$ cat config.mk
export PLATFORM = sky130hd
export DESIGN_NAME = fetch_packet_gen
export DESIGN_NICKNAME = d
export VERILOG_FILES = /design/src/rtl/fetch_packet_gen.sv
export SDC_FILE = /design/constraint.sdc
export NUM_CORES = 1
export LEC_CHECK = 0
export ABC_AREA = 1
export CAP_MARGIN = 5
export CORE_AREA = 3 3 193 195
export CTS_BUF_LIST = sky130_fd_sc_hd__clkbuf_4 sky130_fd_sc_hd__clkbuf_8
export CTS_CLUSTER_DIAMETER = 40
export DETAILED_ROUTE_END_ITERATION = 8
export DIE_AREA = 0 0 196 198
export PLACE_DENSITY = 0.82
export SETUP_SLACK_MARGIN = 0.5
export SLEW_MARGIN = 20
export SYNTH_ARGS = -nofsm -noshare
export SYNTH_HDL_FRONTEND = slang
export SYNTH_SLANG_ARGS = --single-unit
$ cat constraint.sdc
create_clock -name clk_i -period 7.9 [get_ports clk_i]
set_input_delay 1.58 -clock clk_i [delete_from_list [all_inputs] [get_ports clk_i]]
set_output_delay 1.58 -clock clk_i [all_outputs]
set_load 0.02 [all_outputs]
$ cat src/rtl/fetch_packet_gen.sv
`default_nettype none
// ============================================================================
// Module   : fetch_packet_gen (+ ariane_pkg types)
// Brief    : One-word-at-a-time I$ fetch unit producing two-slot packets,
//            stitching 32-bit instructions that straddle a word boundary.
// Revision : 1.0
// ============================================================================

package ariane_pkg;
  typedef enum logic [1:0] {
    FE_NONE               = 2'd0,
    FE_INSTR_ACCESS_FAULT = 2'd1,
    FE_INSTR_PAGE_FAULT   = 2'd2
  } frontend_exception_t;

  typedef enum logic [2:0] {
    NoCF   = 3'd0,
    Branch = 3'd1,
    Jump   = 3'd2,
    JumpR  = 3'd3,
    Return = 3'd4
  } cf_t;
endpackage

module fetch_packet_gen #(
  parameter int unsigned INSTR_PER_FETCH = 2,
  parameter logic [63:0] BOOT_ADDR       = 64'h8000_0000
) (
  input  logic                                    clk_i,
  input  logic                                    rst_i,
  input  logic                                    flush_redirect_i,
  input  logic [63:0]                             redirect_addr_i,
  output logic                                    icache_req_o,
  output logic [63:0]                             icache_addr_o,
  input  logic                                    icache_gnt_i,
  input  logic                                    icache_rvalid_i,
  input  logic [31:0]                             icache_rdata_i,
  input  ariane_pkg::frontend_exception_t         icache_ex_i,
  output logic [INSTR_PER_FETCH-1:0][31:0]        instr_o,
  output logic [INSTR_PER_FETCH-1:0][63:0]        addr_o,
  output logic [INSTR_PER_FETCH-1:0]              valid_o,
  output ariane_pkg::cf_t [INSTR_PER_FETCH-1:0]   cf_type_o,
  output logic [63:0]                             predict_address_o,
  output ariane_pkg::frontend_exception_t         exception_o,
  input  logic                                    ready_i,
  input  logic                                    replay_i,
  input  logic [63:0]                             replay_addr_i
);

  typedef enum logic [2:0] {
    IDLE = 3'd0,
    REQ  = 3'd1,
    WAIT = 3'd2,
    DROP = 3'd3,
    HALT = 3'd4
  } state_t;

  state_t      r_state, w_state_d;
  logic [63:0] r_pc, w_pc_d;
  logic [63:0] r_req_addr, w_req_addr_d;
  logic        r_redir_pend, w_redir_pend_d;
  logic        r_carry_valid, w_carry_valid_d;
  logic [15:0] r_carry_data, w_carry_data_d;
  logic [63:0] r_carry_pc, w_carry_pc_d;

  logic [63:0] w_aligned;
  logic [63:0] w_aligned_p2;
  logic [63:0] w_next_word;
  logic [15:0] w_lo;
  logic [15:0] w_hi;
  logic        w_lo_c;
  logic        w_hi_c;

  logic [INSTR_PER_FETCH-1:0]        w_slot_valid;
  logic [INSTR_PER_FETCH-1:0][31:0]  w_slot_instr;
  logic [INSTR_PER_FETCH-1:0][63:0]  w_slot_addr;
  logic                              w_cap;

  assign w_aligned    = {r_pc[63:2], 2'b00};
  assign w_aligned_p2 = w_aligned + 64'd2;
  assign w_next_word  = w_aligned + 64'd4;
  assign w_lo         = icache_rdata_i[15:0];
  assign w_hi         = icache_rdata_i[31:16];
  assign w_lo_c       = (w_lo[1:0] != 2'b11);
  assign w_hi_c       = (w_hi[1:0] != 2'b11);

  assign icache_addr_o     = r_req_addr;
  assign predict_address_o = 64'd0;

  for (genvar g = 0; g < INSTR_PER_FETCH; g++) begin : g_cf
    assign cf_type_o[g] = ariane_pkg::NoCF;
  end

  // Packet decode of the returning word; w_cap means the upper half starts
  // a 32-bit instruction that must wait for the next word.
  always_comb begin
    w_slot_valid   = '0;
    w_slot_instr   = '0;
    w_slot_addr[0] = r_pc;
    w_slot_addr[1] = w_aligned_p2;
    w_cap          = 1'b0;

    if (r_carry_valid) begin
      w_slot_valid[0] = 1'b1;
      w_slot_instr[0] = {w_lo, r_carry_data};
      w_slot_addr[0]  = r_carry_pc;
      if (w_hi_c) begin
        w_slot_valid[1] = 1'b1;
        w_slot_instr[1] = {16'h0000, w_hi};
      end else begin
        w_cap = 1'b1;
      end
    end else if (!r_pc[1]) begin
      w_slot_valid[0] = 1'b1;
      if (w_lo_c) begin
        w_slot_instr[0] = {16'h0000, w_lo};
        if (w_hi_c) begin
          w_slot_valid[1] = 1'b1;
          w_slot_instr[1] = {16'h0000, w_hi};
        end else begin
          w_cap = 1'b1;
        end
      end else begin
        w_slot_instr[0] = icache_rdata_i;
      end
    end else begin
      if (w_hi_c) begin
        w_slot_valid[0] = 1'b1;
        w_slot_instr[0] = {16'h0000, w_hi};
      end else begin
        w_cap = 1'b1;
      end
    end

    if (icache_ex_i != ariane_pkg::FE_NONE) begin
      w_slot_valid    = '0;
      w_slot_valid[0] = 1'b1;
      w_slot_instr    = '0;
      w_slot_addr[0]  = r_carry_valid ? r_carry_pc : r_pc;
      w_cap           = 1'b0;
    end
  end

  always_ff @(posedge clk_i or posedge rst_i) begin
    if (rst_i) begin
      r_state       <= IDLE;
      r_pc          <= BOOT_ADDR;
      r_req_addr    <= {BOOT_ADDR[63:2], 2'b00};
      r_redir_pend  <= 1'b0;
      r_carry_valid <= 1'b0;
      r_carry_data  <= 16'h0000;
      r_carry_pc    <= 64'd0;
    end else begin
      r_state       <= w_state_d;
      r_pc          <= w_pc_d;
      r_req_addr    <= w_req_addr_d;
      r_redir_pend  <= w_redir_pend_d;
      r_carry_valid <= w_carry_valid_d;
      r_carry_data  <= w_carry_data_d;
      r_carry_pc    <= w_carry_pc_d;
    end
  end

  always_comb begin
    w_state_d       = r_state;
    w_pc_d          = r_pc;
    w_req_addr_d    = r_req_addr;
    w_redir_pend_d  = r_redir_pend;
    w_carry_valid_d = r_carry_valid;
    w_carry_data_d  = r_carry_data;
    w_carry_pc_d    = r_carry_pc;
    icache_req_o    = 1'b0;
    valid_o         = '0;
    instr_o         = w_slot_instr;
    addr_o          = w_slot_addr;
    exception_o     = ariane_pkg::FE_NONE;

    // A redirect wins over everything else in every state.
    if (flush_redirect_i) begin
      w_pc_d          = redirect_addr_i;
      w_carry_valid_d = 1'b0;
    end

    case (r_state)
      IDLE: begin
        if (!flush_redirect_i && ready_i) begin
          w_state_d    = REQ;
          w_req_addr_d = w_aligned;
        end
      end
      REQ: begin
        icache_req_o = 1'b1;
        if (flush_redirect_i) begin
          w_redir_pend_d = 1'b1;
        end
        if (icache_gnt_i) begin
          w_state_d      = (flush_redirect_i || r_redir_pend) ? DROP : WAIT;
          w_redir_pend_d = 1'b0;
        end
      end
      WAIT: begin
        if (icache_rvalid_i) begin
          w_state_d = IDLE;
          if (!flush_redirect_i) begin
            valid_o     = w_slot_valid;
            exception_o = icache_ex_i;
            w_carry_valid_d = w_cap && !replay_i;
            w_carry_data_d  = w_hi;
            w_carry_pc_d    = w_aligned_p2;
            if (icache_ex_i != ariane_pkg::FE_NONE) begin
              w_state_d = HALT;
            end
            if (replay_i) begin
              w_pc_d = replay_addr_i;
            end else if (icache_ex_i == ariane_pkg::FE_NONE) begin
              w_pc_d = w_next_word;
            end
          end
        end else if (flush_redirect_i) begin
          w_state_d = DROP;
        end
      end
      DROP: begin
        if (icache_rvalid_i) begin
          w_state_d = IDLE;
        end
      end
      HALT: begin
        if (flush_redirect_i) begin
          w_state_d = IDLE;
        end
      end
      default: begin
        w_state_d = IDLE;
      end
    endcase
  end

endmodule

`default_nettype wire

==> impl_metrics.tcl, run 1 <==
set metrics [dict create \
    io_buffers 409 \
    synthArstFlopShare_pct 100 \
    finalSetupViolations 0 \
    drt-wirelength-per-cell_um 19.9 \
    arrival_ns 4.47 \
    area_growth_pct 32.7 \
    firstDrtPassIters 6 \
    final_nets 2437 \
    grtUsageTotal_pct 26.9 \
    cp_max_fo 36 \
    synth-edff-count 0 \
    postCtsHoldBufs 0 \
    postCtsSetupBuffers 0 \
    seqPwrFrac_pct 34.7 \
    drv_cap 0 \
    synth_common_cells "505 x nand2_1, 261 x o21ai_0, 208 x dfrtp_1" \
    startpoint_type "primary input" \
    p_sw_share_pct 39.1 \
    synth_ff_type "dfrtp_1" \
    num_rows 69 \
    p_leak_uw 0.00791 \
    slew_headroom_pct 22.7 \
    synth_top_area_share_pct 37.3 \
    dr.first_iter.drc_count 1069 \
    htree_levels 2 \
    cp-end-kind "output pin" \
    grt_pass1_wl_um 82600 \
    cts_tree "done" \
    io_pins 500 \
    overflow 0 \
    syn_inst 1966 \
    p_sw_uw 2020 \
    core_area_sq_mm 0.0356 \
    fmax_ghz 0.165 \
    yosysTopAreaCell "dfrtp_1" \
    clk_path_buf_depth 3 \
    cts_root_buffer "clkbuf_8" \
    ant_nets 0 \
    hold_viol_final 0 \
    synth_area_leaders "dfrtp_1 37%, nand2_1 14%, o21ai_0 9.4%, buf_4 8.2%, nor2_1 4.5%" \
    wirelength_um 55000 \
    ys_warn_count 0 \
    critical_path_required_ns 6.32 \
    ys_seq_area_share_pct 37.7 \
    rsz0062_at_grt "false" \
    vias 14800 \
    clock_latency_ns 0.57 \
    grt_max_degree 106 \
    worst_slew_pin_slew_ns 1.16 \
    path_clk_slew_ns 0.04 \
    intPower_uw 3150 \
    routabilityCongestion 0.946 \
    p_total_uw 5180 \
    dpl.hpwl_um 41000 \
    cts.sinks 210 \
    syn_avg_cell_area_sq_um 7.10 \
    via_per_inst 5.34 \
    yosysMostFrequentCell "nand2_1" \
    vdd_ir_drop_max_mv 0.183 \
    ys_ff_latch 210 \
    status "finished clean" \
    power_frac_comb_pct 38.7 \
    yosysUniqueCellTypes 53 \
    drv_slew 0 \
    fp.dieH_um 198 \
    min_period_ns 6.05 \
    initial_utilization_pct 39.2 \
    path_class "in2out" \
    timing.final.crit_share_pct 76.5 \
    die_x_um 196 \
    min_path_type "reg2reg" \
    cts-buffers-inserted 46 \
    cts_resized 0 \
    route.detailed.drc 0 \
    die_area_sq_mm 0.0388 \
    grt_pass1_vias 14400 \
    timing.setup.tns_ns 0 \
    fillers 3398 \
    p_per_area_mw_per_mm2 280 \
    antenna_found_initial 13 \
    synthesis.area_sq_mm 0.0140 \
    drive_above_1_share_pct 7.30 \
    finClkSkew_ns 0.0405 \
    p_clk_share_pct 26.6 \
]
==> sequential cells by signal, summed over array words and instances, names as in the netlist <==
name and cells:
icache_addr_o 62, r_carry_pc 63, r_carry_valid 1, r_pc 64, r_state 3, r_redir_pend 1, r_carry_data 16
==> cell families (layout without fill, tap and decap cells) <==
group,after synthesis,in the layout,share of synthesized area (%)
AO/OA/AOI/OAI,442,442,17.9
XOR/XNOR,18,18,1.13
adder cells (fa/ha/maj),1,1,0.0896
buffers and inverters,408,654,15.8
flip-flops,210,210,37.7
other,2,95,0.0538
AND/OR/NAND/NOR,885,885,27.4
==> cell type report <==
class / instances / area [sq um] / area share, %
Clock buffer: 63 / 817 / 4.41
Inverter: 151 / 574 / 3.10
Tap cell: 461 / 577 / 3.11
Antenna cell: 5 / 12.5 / 0.0676
Sequential cell: 210 / 5260 / 28.4
Multi-Input combinational cell: 1436 / 6850 / 37.0
Clock inverter: 18 / 240 / 1.30
Timing Repair Buffer: 422 / 4190 / 22.6
==> metrics by stage <==
| step | util [%] | hold WS, ns | area (sq um) | setup WS (ns) | instances |
|---|---|---|---|---|---|
| 2_1_floorplan | - | 0.419 | 14300 | 0.586 | 2054 |
| 4_1_cts | 52.0 | 0.455 | 18500 | 1.90 | 2761 |
| 3_3_place_gp | 49.1 | 0.436 | 17500 | 2.04 | 2680 |
| 6_report | 52.1 | 0.449 | 18500 | 1.85 | 2766 |
| 3_5_place_dp | 49.1 | 0.445 | 17500 | 1.90 | 2680 |
| 5_1_grt | 52.1 | 0.485 | 18500 | 1.66 | 2766 |
==> worst max-delay path: stages <==
cell and delay (ns):
clkdlybuf4s50_1 0.44, nor2_2 0.11, buf_4 0.31, inv_2 0.37
nor3_1 0.39, clkinv_1 0.34, nor3_1 0.25, clkdlybuf4s50_1 0.66
==> cells in the final DEF, fill, tap and decap left out, types with 11 or more instances in the layout <==
cell | netlist | layout
nor2_1 | 166 | 165
nand4_1 | 19 | 19
o21ai_0 | 261 | 261
dfrtp_1 | 208 | 207
nand3_1 | 107 | 106
nand2_2 | 13 | 12
clkbuf_8 | 5 | 55
xor2_1 | 18 | 18
nand2_1 | 505 | 505
o21ai_1 | 26 | 26
inv_1 | 140 | 139
buf_4 | 153 | 14
a21oi_1 | 50 | 50
a22oi_1 | 19 | 19
nor2_4 | 11 | 11
nor3_1 | 27 | 27
conb_1 | 2 | 90
clkdlybuf4s50_1 | 0 | 408
nor2_2 | 14 | 15
a31oi_1 | 18 | 18
==> per-layer routing <==
layer	routed length [um]	global-route usage, %
met1	21200	33.4
met4	2100	10.8
met3	5320	6.86
met2	26200	44.9
met5	94	0
==> power groups by stage <==
stage	clock [uW]	combinational (uW)	sequential [uW]
CTS	1400	2020	1790
detailed placement	0	2010	1800
global placement	0	1960	1790
finish	1380	2000	1800
global route	1440	2180	1850
floorplan	0	1060	1900
==> final timing paths <==
| kind | endpoint | cells after the start | from | slack [ns] |
|---|---|---|---|---|
| worst min register to register | r_carry_pc[1] | 2 | r_carry_pc[1] | 0.45 |
| worst max-delay path | instr_o[40] | 8 | icache_ex_i[1] | 1.85 |
| worst min-delay path | r_carry_pc[1] | 2 | r_carry_pc[1] | 0.45 |
| worst max register to register | r_pc[15] | 10 | r_state[0] | 4.80 |
| min in group asynchronous | icache_addr_o[39] | 2 | rst_i | 1.47 |
| max in group asynchronous | r_carry_valid | 3 | rst_i | 4.87 |
Power figures use the tool's default switching activity.
==> run 2: changes to the inputs <==
==> constraint.sdc (replaced) <==
create_clock -name clk_i -period 6.2 [get_ports clk_i]
set_input_delay 1.24 -clock clk_i [delete_from_list [all_inputs] [get_ports clk_i]]
set_output_delay 1.24 -clock clk_i [all_outputs]
set_load 0.02 [all_outputs]
==> run 2 against run 1 <==
  * Count of clock-buffer cells in the layout decreased by 4
  * Global-route usage increased by 0.96 points
  * Combinational power increased by 29%
  * Via count increased by 0.45%
  * Largest power group unchanged
  * Largest cell class unchanged
  * Wire length increased by 2.2%
  * Sequential power increased by 27%
  * First-iteration DRC count increased by 21%
==> impl_metrics.tcl, run 2 (synthesis results as in run 1) <==
set metrics [dict create \
    status "finished clean" \
    overflow 0 \
    rsz0062_at_grt "false" \
    cp_max_fo 11 \
    critical_path_required_ns 4.96 \
    p_sw_share_pct 39.2 \
    fmax_ghz 0.199 \
    finalSetupViolations 0 \
    area_growth_pct 33.1 \
    intPower_uw 4030 \
    die_area_sq_mm 0.0388 \
    routabilityCongestion 0.939 \
    final_nets 2438 \
    power_frac_comb_pct 38.9 \
    finalInstanceArea_sq_mm 0.0186 \
    p_per_area_mw_per_mm2 357 \
    drv_cap 0 \
    hold_viol_final 0 \
    wirelength_um 56200 \
    vias 14800 \
    fp.dieH_um 198 \
    cts.sinks 210 \
    worst_slew_pin_slew_ns 1.12 \
    timing.final.crit_share_pct 81.1 \
    cts_tree "done" \
    path_clk_slew_ns 0.05 \
    cp-end-kind "output pin" \
    r2r_end "r_pc[10]" \
    ant_nets 0 \
    rr_startpoint "r_state[0]" \
    htree_levels 2 \
    cts_resized 0 \
    largest_register_ffs 64 \
    slew_headroom_pct 25.5 \
    arrival_ns 3.79 \
    dpl.hpwl_um 41700 \
    drt-wirelength-per-cell_um 20.3 \
    min_period_ns 5.03 \
    core_area_sq_mm 0.0356 \
    mostFrequentLayoutCells "505 x nand2_1, 408 x clkdlybuf4s50_1, 261 x o21ai_0" \
    crit_path_end "instr_o[13]" \
    io_buffers 409 \
    finish.utilization_pct 52.2 \
    p_leak_uw 0.00793 \
    die_x_um 196 \
    route.detailed.drc 0 \
    antenna_found_initial 7 \
    hold_start "r_carry_pc[1]" \
    timing.setup.tns_ns 0 \
    setup_slack_ns 1.17 \
    grt_pass1_vias 14600 \
    startpoint "icache_rdata_i[16]" \
    reg2reg_slack_ns 3.52 \
    grt_pass1_wl_um 85300 \
    initial_utilization_pct 39.2 \
    drive_above_1_share_pct 7.38 \
    r2r_cells 9 \
    path_class "in2out" \
    dr.first_iter.drc_count 1291 \
    grtUsageTotal_pct 27.9 \
    p_total_uw 6640 \
    min_path_type "reg2reg" \
    clock_latency_ns 0.59 \
    postCtsHoldBufs 0 \
    drv_slew 0 \
    io_pins 500 \
    grt_max_degree 176 \
    via_per_inst 5.36 \
    p_sw_uw 2600 \
    postCtsSetupBuffers 0 \
    vdd_ir_drop_max_mv 0.266 \
    finClkSkew_ns 0.0294 \
    pre_cts_ws_ns 1.22 \
    seqPwrFrac_pct 34.5 \
    clk_path_buf_depth 3 \
    firstDrtPassIters 6 \
    startpoint_type "primary input" \
    final_common_cell "nand2_1" \
    cts-buffers-inserted 43 \
    placedInstanceArea_sq_mm 0.0175 \
    regMostFlops "r_pc" \
    p_clk_share_pct 26.6 \
    num_rows 69 \
    cts_root_buffer "clkbuf_8" \
]
-- run 2: worst max-delay path, cell delays in order --
cell,delay [ns]
clkdlybuf4s50_1,0.54
nand2_1,0.36
inv_1,0.26
nor2_1,0.44
a221oi_1,0.16
nor2_1,0.16
clkdlybuf4s50_1,0.62
-- run 2: stage by stage --
| step | std cells | hold slack, ns |
|---|---|---|
| 3_5_place_dp | 2684 | 0.441 |
| 4_1_cts | 2764 | 0.455 |
| 5_1_grt | 2765 | 0.489 |
| 2_1_floorplan | 2054 | 0.419 |
| 3_3_place_gp | 2684 | 0.433 |
| 6_report | 2767 | 0.453 |
-- run 2: area by class of cell --
type	instances	area, sq um
tap	461	577
fill	3401	17000
inverter	151	571
clock buffer	59	781
antenna	3	7.51
multi-input combinational	1436	6850
sequential	210	5260
timing repair buffer	426	4240
clock inverter	21	284
-- run 2: routing by layer --
metal	global-route usage (%)	vias up	routed length, um
li1	-	6869	-
met1	34.1	7017	21200
met2	49.1	811	28100
met3	6.33	125	5200
met4	8.21	12	1590
met5	0	-	92
-- run 2: how the worst min path moves through the flow --
stage	to	depth (start not counted)
4_1_cts	r_carry_pc[1]	2
2_1_floorplan	r_carry_pc[1]	2
5_1_grt	r_carry_pc[1]	2
6_report	r_carry_pc[1]	2
3_5_place_dp	r_carry_pc[1]	2
3_3_place_gp	r_carry_pc[1]	2
-- run 2: power groups by stage --
stage / Combinational, uW / Clock (uW) / Sequential [uW]
floorplan: 1350 / 0 / 2420
global route: 2820 / 1850 / 2350
finish: 2580 / 1760 / 2290
detailed placement: 2580 / 0 / 2290
global placement: 2520 / 0 / 2280
CTS: 2590 / 1790 / 2280
==> run 3: changes to the inputs <==
--- a/config.mk
+++ b/config.mk
@@ -7,12 +7,12 @@
 export LEC_CHECK = 0
 export ABC_AREA = 1
 export CAP_MARGIN = 5
-export CORE_AREA = 3 3 193 195
+export CORE_AREA = 3 3 192 194
 export CTS_BUF_LIST = sky130_fd_sc_hd__clkbuf_4 sky130_fd_sc_hd__clkbuf_8
 export CTS_CLUSTER_DIAMETER = 40
 export DETAILED_ROUTE_END_ITERATION = 8
-export DIE_AREA = 0 0 196 198
-export PLACE_DENSITY = 0.82
+export DIE_AREA = 0 0 195 197
+export PLACE_DENSITY = 0.85
 export SETUP_SLACK_MARGIN = 0.5
 export SLEW_MARGIN = 20
 export SYNTH_ARGS = -nofsm -noshare
==> constraint.sdc (replaced) <==
create_clock -name clk_i -period 4.3 [get_ports clk_i]
set_input_delay 0.86 -clock clk_i [delete_from_list [all_inputs] [get_ports clk_i]]
set_output_delay 0.86 -clock clk_i [all_outputs]
set_load 0.02 [all_outputs]
==> run 3 against run 2 <==
  * Setup slack worse by 0.59 ns
  * Final cell count increased by 0.43%
  * Non-clock buffer count is 15 higher
  * Sequential share of layout area decreased by 0.15 points
  * Wire length grew 0.44%
  * Count of clock-buffer cells in the layout up 2
  * Largest power group unchanged
  * Highest routed layer unchanged
==> impl_metrics.tcl, run 3 (synthesis results as in run 1) <==
set metrics [dict create \
    overflow 0 \
    cts_tree "done" \
    grt_pass1_wl_um 84800 \
    p_sw_uw 3790 \
    initial_utilization_pct 39.4 \
    rsz0062_at_grt "false" \
    hold_end "r_carry_pc[1]" \
    vdd_ir_drop_max_mv 0.349 \
    drv_cap 0 \
    largest_register_ffs 64 \
    critical_path_required_ns 3.44 \
    power_frac_comb_pct 39.7 \
    highest_layer "met5" \
    area_growth_pct 33.8 \
    io_pins 500 \
    grt_pass1_vias 14500 \
    clk_path_buf_depth 3 \
    seqPwrFrac_pct 35.3 \
    startpoint_type "primary input" \
    vias 15000 \
    rr_startpoint "r_state[0]" \
    r2r_cells 9 \
    p_per_area_mw_per_mm2 506 \
    reg2reg_slack_ns 1.53 \
    io_buffers 409 \
    route.detailed.drc 0 \
    num_rows 69 \
    firstDrtPassIters 6 \
    met3WireLength_um 5240 \
    clock_latency_ns 0.58 \
    timing.setup.tns_ns 0 \
    path_clk_slew_ns 0.06 \
    fp.dieH_um 197 \
    drt-met1-wl_um 21900 \
    pre_cts_ws_ns 0.427 \
    final_nets 2454 \
    cts-buffers-inserted 44 \
    antenna_found_initial 5 \
    finalSetupViolations 0 \
    regMostFlops "r_pc" \
    htree_levels 2 \
    cp-end-kind "output pin" \
    drive_above_1_share_pct 8.16 \
    whs_path_depth 2 \
    cts_root_buffer "clkbuf_8" \
    slew_headroom_pct 35.6 \
    die_x_um 195 \
    p_clk_share_pct 25.1 \
    cts.sinks 210 \
    final_common_cell "nand2_1" \
    p_sw_share_pct 40.1 \
    dr.first_iter.drc_count 1322 \
    p_leak_uw 0.00808 \
    hold_start "r_carry_pc[1]" \
    mostFrequentLayoutCells "504 x nand2_1, 402 x clkdlybuf4s50_1, 261 x o21ai_0" \
    postCtsHoldBufs 0 \
    worst_slew_pin_slew_ns 0.964 \
    cp_max_fo 35 \
    dpl.hpwl_um 42000 \
    setup_slack_ns 0.577 \
    grtUsageTotal_pct 27.9 \
    min_path_type "reg2reg" \
    timing.final.crit_share_pct 86.6 \
    core_area_sq_mm 0.0354 \
    routabilityCongestion 0.936 \
    min_period_ns 3.72 \
    ant_nets 0 \
    status "finished clean" \
    finClkSkew_ns 0.0279 \
    drv_slew 0 \
    via_per_inst 5.39 \
    intPower_uw 5660 \
    drt-wirelength-per-cell_um 20.3 \
    hold_viol_final 0 \
    r2r_end "r_pc[33]" \
    wl_met2_um 27400 \
    path_class "in2out" \
    arrival_ns 2.86 \
    grt_max_degree 90 \
    fmax_ghz 0.269 \
    die_area_sq_mm 0.0384 \
    wirelength_um 56400 \
]
-- run 3: cell count changes in the layout (fill, tap and decap cells not counted), moves of 2 or more --
| cell | before | now |
|---|---|---|
| clkdlybuf4s50_1 | 408 | 402 |
| clkinv_2 | 8 | 5 |
| clkinv_4 | 1 | 4 |
| buf_6 | 0 | 2 |
| inv_6 | 1 | 3 |
| buf_4 | 16 | 27 |
| dlymetal6s2s_1 | 0 | 6 |
| clkbuf_4 | 5 | 8 |
| bufinv_16 | 6 | 3 |
| diode_2 | 3 | 1 |
| buf_12 | 2 | 4 |
-- run 3: worst max path at each step --
stage | from | end | slack (ns)
3_3_place_gp | icache_ex_i[1] | instr_o[39] | 0.48
3_5_place_dp | icache_ex_i[1] | instr_o[39] | 0.43
4_1_cts | r_carry_valid | instr_o[47] | 0.46
6_report | icache_ex_i[1] | valid_o[0] | 0.58
2_1_floorplan | rst_i | icache_addr_o[10] | 0.71
5_1_grt | icache_ex_i[1] | instr_o[33] | 0.47
-- run 3: worst max-delay path: stages --
cell and delay, ns:
clkdlybuf4s50_1 0.49, nor2_2 0.07, inv_2 0.06, buf_4 0.40
nor2_1 0.12, a21oi_1 0.21, clkdlybuf4s50_1 0.63
-- run 3: metal layers --
| layer | global-route usage, % | vias up |
|---|---|---|
| li1 | - | 6888 |
| met1 | 35.5 | 7068 |
| met5 | 0 | - |
| met3 | 5.28 | 128 |
| met2 | 48.2 | 882 |
| met4 | 9.19 | 8 |
-- run 3: per-stage QoR --
step / power, uW / hold WS (ns) / instances / util [%] / area, sq um
after floorplan: 5430 / 0.419 / 2054 / - / 14300
after detailed placement: 7060 / 0.445 / 2695 / 49.8 / 17600
final: 9450 / 0.451 / 2779 / 52.8 / 18700
after global placement: 6930 / 0.433 / 2695 / 49.8 / 17600
after CTS: 9470 / 0.458 / 2774 / 52.6 / 18600
after global routing: 9970 / 0.494 / 2779 / 52.8 / 18700
-- run 3: what timing repair did --
action,in CTS,in global routing
setup endpoints to repair,14,25
pin swaps,0,0
setup buffers,0,4
gates resized for setup,2,11
-- run 3: cell type report --
type	count	area (sq um)
multi-input cells	1436	6870
clock buffers	61	790
clock inverters	18	201
diodes	1	2.50
inverters	151	576
fillers	3328	16700
repair buffers	441	4400
well taps	461	577
flip-flops and latches	210	5260
-- run 3: power by group through the flow --
stage / clock (uW) / sequential [uW] / combinational (uW)
floorplan: 0 / 3490 / 1940
global route: 2500 / 3410 / 4060
detailed placement: 0 / 3330 / 3740
finish: 2370 / 3330 / 3750
CTS: 2410 / 3310 / 3750
global placement: 0 / 3300 / 3640
